**config.mk**
```make
export PLATFORM = sky130hd
export DESIGN_NAME = crc_stream_engine
export DESIGN_NICKNAME = d
export VERILOG_FILES = /design/src/rtl/crc_stream_engine.sv
export SDC_FILE = /design/constraint.sdc
export NUM_CORES = 1
export LEC_CHECK = 0
export CORE_MARGIN = 3
export CORE_UTILIZATION = 55
export DETAILED_ROUTE_END_ITERATION = 12
export PLACE_DENSITY = 0.84
export SETUP_SLACK_MARGIN = 0.1
export SYNTH_ARGS = -nofsm -noshare
export SYNTH_HDL_FRONTEND = slang
export SYNTH_SLANG_ARGS = --single-unit
```
**constraint.sdc**
```tcl
create_clock -name clk -period 2.7 [get_ports clk]
set_clock_uncertainty 0.15 [all_clocks]
set_input_delay 0.81 -clock clk [delete_from_list [all_inputs] [get_ports clk]]
set_output_delay 0.81 -clock clk [all_outputs]
set_load 0.03 [all_outputs]
```
**src/rtl/crc_stream_engine.sv**
```systemverilog
// crc_stream_engine: folds DATA_W bits per accepted beat into a CRC_W-bit LFSR and
// presents each frame's CRC on a registered valid/ready result port.
// Optional: define CRC_RESIDUE_CHECK_EN to add the RESIDUE parameter and crc_ok output.
module crc_stream_engine #(
    parameter int unsigned      CRC_W      = 16,
    parameter logic [CRC_W-1:0] POLY       = 16'h1021,
    parameter logic [CRC_W-1:0] INIT       = '1,
    parameter logic [CRC_W-1:0] XOR_OUT    = '0,
    parameter int unsigned      DATA_W     = 8,
    parameter bit               REFLECT_IN = 1'b0
`ifdef CRC_RESIDUE_CHECK_EN
    , parameter logic [CRC_W-1:0] RESIDUE  = '0
`endif
) (
    input  logic              clk,
    input  logic              reset_n,
    input  logic              init,
    input  logic              in_valid,
    output logic              in_ready,
    input  logic [DATA_W-1:0] in_data,
    input  logic              in_last,
    output logic              out_valid,
    input  logic              out_ready,
    output logic [CRC_W-1:0]  crc_out
`ifdef CRC_RESIDUE_CHECK_EN
    , output logic            crc_ok
`endif
);

    typedef enum logic {
        IDLE,
        BUSY
    } state_t;

    state_t             state;
    logic [CRC_W-1:0]   lfsr;
    logic [CRC_W-1:0]   next_lfsr;
    logic [DATA_W-1:0]  data_rev;
    logic [DATA_W-1:0]  data_sh;
    logic               fb;
    logic               accept;

    for (genvar g = 0; g < DATA_W; g++) begin : g_rev
        assign data_rev[g] = in_data[DATA_W-1-g];
    end

    // Beat is shifted out MSB-first; LSB-first ordering is handled by pre-reversing it.
    always_comb begin
        data_sh   = REFLECT_IN ? data_rev : in_data;
        next_lfsr = lfsr;
        fb        = 1'b0;
        for (int unsigned i = 0; i < DATA_W; i++) begin
            fb        = data_sh[DATA_W-1] ^ next_lfsr[CRC_W-1];
            next_lfsr = {next_lfsr[CRC_W-2:0], 1'b0} ^ (fb ? POLY : '0);
            data_sh   = data_sh << 1;
        end
    end

    always_comb begin
        in_ready = !init && (!out_valid || out_ready);
        accept   = in_valid && in_ready;
    end

    always_ff @(posedge clk or negedge reset_n) begin
        if (!reset_n) begin
            state     <= IDLE;
            lfsr      <= INIT;
            out_valid <= 1'b0;
            crc_out   <= '0;
`ifdef CRC_RESIDUE_CHECK_EN
            crc_ok    <= 1'b0;
`endif
        end else begin
            if (out_valid && out_ready)
                out_valid <= 1'b0;

            if (init) begin
                state <= IDLE;
                lfsr  <= INIT;
            end else if (accept) begin
                if (in_last) begin
                    // A last beat overrides a same-edge consume so the new result stays valid.
                    lfsr      <= INIT;
                    out_valid <= 1'b1;
                    crc_out   <= next_lfsr ^ XOR_OUT;
`ifdef CRC_RESIDUE_CHECK_EN
                    crc_ok    <= (next_lfsr == RESIDUE);
`endif
                end else begin
                    lfsr <= next_lfsr;
                end

                case (state)
                    IDLE:    state <= in_last ? IDLE : BUSY;
                    BUSY:    state <= in_last ? IDLE : BUSY;
                    default: state <= IDLE;
                endcase
            end
        end
    end

endmodule
```
# Word-level counts from Yosys, hierarchy flattened
# Index checks and enable logic that the tools add are counted.
[word_totals]
regBits = 33
latch_bits = 0
mem_bits_rw = 0
mem_bits_ro = 0
word_cells = 43
memories = 0
[op_classes]
add_sub_neg = 0
mul = 0
div_mod_pow = 0
n_lt_le_gt_ge = 0
eq_ne = 0
n_shift = 0
n_mux = 15
n_bitwise = 17
n_reduce_logical = 8
[op_table]
columns = ["cell", "count"]
rows = [
  ["$xor 16x13->16", 8],
  ["$mux 13", 8],
  ["$mux 16", 3],
  ["$xor 1x1->1", 8],
  ["$mux 1", 4],
  ["$logic_and 1x1->1", 3],
  ["$reduce_and 3->1", 1],
  ["$logic_not 1->1", 2],
  ["$reduce_bool 2->1", 1],
  ["$logic_or 1x1->1", 1],
  ["$not 1->1", 1],
]

# Depth between registers and ports, before layout
[logic_depth]
word_depth = 27
mapped_depth = 5
mapped_depth_nobuf = 3

# Worst setup path before layout
# OpenSTA, ideal clock, no wires.
[synth_timing]
path_type = "input -> output"
start = "in out_ready"
end = "out in_ready"
arrival_time_ns = 1.260
required_ns = 1.740
path_slack_ns = 0.480
path_stages = 2
path_buffers = 0
path_cell_list = "nor2b_1 > nor2_1"
[synth_via]
elab_chain_len = 2
[synth_lines]
columns = ["item", "line", "source"]
rows = [
  ["start: declaration", "23", "input logic out_ready,"],
  ["$logic_or 1x1->1", "60", "in_ready = !init && (!out_valid || out_ready);"],
  ["$logic_and 1x1->1", "60", ""],
  ["end: declaration", "19", "output logic in_ready,"],
]
# Every way passes these cells.

# Final worst setup path
[layout_timing]
start = "in init"
end = "out in_ready"
[layout_via]
elab_chain_len = 2
[layout_lines]
columns = ["item", "line", "source"]
rows = [
  ["start: declaration", "17", "input logic init,"],
  ["$logic_not 1->1", "60", ""],
  ["$logic_and 1x1->1", "60", ""],
]
# Every way passes these cells.

==> flow_metrics.env <==
export IMPL_rsz0062_at_grt="false"
export IMPL_ys_types=23
export IMPL_routabilityCongestion=0.704
export IMPL_avgSynthCellArea_um2=14.4
export IMPL_synth_top_cell_area_share_pct=25.4
export IMPL_startpoint_type="primary input"
export IMPL_syn_inst=116
export IMPL_wl_per_cell_um=16.7
export IMPL_ys_flop_type="dfrtp_1"
export IMPL_cts_tree="done"
export IMPL_rr_worst_depth=3
export IMPL_min_path_type="register to register"
export IMPL_clkLatencyLatePin_ns=0.34
export IMPL_grt_max_degree=34
export IMPL_numCtsBuffers=5
export IMPL_cap_violations=0
export IMPL_top_layer_used="met4"
export IMPL_slew_headroom_pct=67.8
export IMPL_grt_overflow=0
export IMPL_critPathCaptureType="output port"
export IMPL_wl_met2_mm=1.45
export IMPL_cts_sinks=33
export IMPL_clk_pin_slew_ns=0.09
export IMPL_nFillCells=203
export IMPL_ys_top_cells_by_count="dfrtp_1 (17), a2bb2oi_1 (16), dfstp_2 (16)"
export IMPL_htreeDepth=2
export IMPL_power_per_cell_area_nw_per_um2=854
export IMPL_clockBufferDepth=2
export IMPL_peakVddDrop_mv=0.578
export IMPL_finalSetupTns_ns=0
export IMPL_initial_core_util_pct=59.2
export IMPL_fp_dieW_um=61.2
export IMPL_die_h_um=61.2
export IMPL_setup_viol=0
export IMPL_hold_buffers=0
export IMPL_dr_pass1_iters=4
export IMPL_dp_cells=179
export IMPL_wl_met1_mm=1.46
export IMPL_ys_seq_area_share_pct=50.5
export IMPL_grt_pass1_vias=1101
export IMPL_cp_arrival_ns=1.57
export IMPL_layout_nets=169
export IMPL_holdWs_ns=0.365
export IMPL_final_util_pct=74.0
export IMPL_area_delta_synth_final_pct=25.0
export IMPL_max_freq_ghz=0.395
export IMPL_drc=0
export IMPL_mappedNetlistArea_um2=1670
export IMPL_root_buffer="clkbuf_4"
export IMPL_port_buffers=31
export IMPL_synthArstFlopShare_pct=100
export IMPL_antennaDiodeCount=0
export IMPL_holdPathStages=1
export IMPL_syn_nets=130
export IMPL_ys_ff_latch=33
export IMPL_drive_above_1_share_pct=23.1
export IMPL_num_vias=1000
export IMPL_synth_most_common_cell="dfrtp_1"
export IMPL_fp_dieArea_um2=3740
export IMPL_drv_slew=0
export IMPL_status="finished, final reports clean"
export IMPL_wirelength_mm=3.13
export IMPL_synth_top_cell_by_area="dfrtp_1"
export IMPL_antenna_left=0
export IMPL_dpl_hpwl_mm=2.13
export IMPL_final_cells=187
export IMPL_crit_type="primary input to output port"
export IMPL_antenna_found_initial=0
export IMPL_row_count=19
export IMPL_grt_usage_pct=19.2
export IMPL_cp_max_fo=4
export IMPL_hold_viol=0
export IMPL_drtIter0Drc=17
export IMPL_power_leakage_nw=1.03
export IMPL_max_slew_worst_pin_slew_ns=0.479
export IMPL_totalPowerFinal_w=0.00179
export IMPL_drt_vias_per_instance=5.35
export IMPL_min_period_ns=2.53
export IMPL_period_share_pct=93.7
export IMPL_io_pins=32
export IMPL_critPathRequiredTime_ns=1.74
export IMPL_netlist_top_cells_area="dfrtp_1 (25%), dfstp_2 (25%), xnor3_1 (9.4%), mux2i_1 (9.0%), a2bb2oi_1 (8.4%)"
export IMPL_met3_wirelength_um=143
export IMPL_synth_edf_count=0
export IMPL_yosysWarnings=0
export IMPL_coreArea_um2=2830
export IMPL_grt_first_pass_wirelength_mm=5.06
[per-layer routing]
metal	vias up	track usage, %
met5	-	0
met4	0	9.29
met3	8	4.40
met2	30	30.5
met1	487	24.8
li1	475	-
[stage by stage]
step                      setup WS, ns  instance area, um^2
final                            0.169                 2090
after global routing             0.126                 2090
after CTS                        0.119                 2090
after detailed placement        0.0988                 2040
after global placement           0.134                 2040
after floorplan                  0.480                 1670
[cells in the final DEF (no fill, tap or decap), types with 2 or more instances in the layout]
cell             instances
dfrtp_1                 17
xnor2_4                  2
dfstp_2                 16
clkinv_2                 2
a2bb2oi_1               16
xnor2_1                 10
xor2_1                   2
clkbuf_4                 5
buf_4                    6
xor3_1                   2
inv_1                   15
clkdlybuf4s50_1         29
mux2i_1                 15
xnor3_1                  7
[path summary, 6_finish.rpt]
| path | startpoint | to | slack, ns |
|---|---|---|---|
| setup / recovery | init | in_ready | 0.17 |
| hold / removal | lfsr[7]$_DFFE_PN1P_ | lfsr[7]$_DFFE_PN1P_ | 0.36 |
| setup reg to reg | lfsr[12]$_DFFE_PN1P_ | lfsr[5]$_DFFE_PN1P_ | 0.97 |
| hold reg to reg | lfsr[7]$_DFFE_PN1P_ | lfsr[7]$_DFFE_PN1P_ | 0.36 |
| max in group asynchronous | reset_n | lfsr[1]$_DFFE_PN1P_ | 1.34 |
| min in group asynchronous | reset_n | crc_out[15]$_DFFE_PN0P_ | 0.72 |
[cells by family after synthesis]
family	synth area share (%)
and+or+nand+nor	2.62
buffers and inverters	4.63
xor gates and xnor gates	23.8
DFF	50.5
AOI/OAI and AO/OA	8.82
muxes	9.64
[state kept, by name, indices dropped and copies added (netlist names)]
register	cells
lfsr	16
crc_out	16
out_valid	1
[final cells by class]
class / instances / area (um^2) / area share (%)
Tap cell: 31 / 38.8 / 1.85
Clock inverter: 2 / 10.0 / 0.478
Sequential cell: 33 / 846 / 40.4
Timing Repair Buffer: 36 / 348 / 16.6
Clock buffer: 6 / 41.3 / 1.97
Multi-Input combinational cell: 64 / 753 / 36.0
Inverter: 15 / 56.3 / 2.69
[what timing repair did]
action / in CTS / in global routing
gates resized for setup: 1 / 1
hold endpoints to repair: 0 / 0
setup buffers: 0 / 0
endpoints found under the setup margin: 1 / 1
[power breakdown]
group | internal, W | switching [W]
combinational | 0.000390 | 0.000420
clock | 0.0000991 | 0.000168
sequential | 0.000635 | 0.0000766
total | 0.00112 | 0.000664
[critical path, cell delays in order]
cell and delay, ns:
clkdlybuf4s50_1 0.53, nor2_1 0.06, buf_4 0.16
Power figures use the tool's default switching activity.
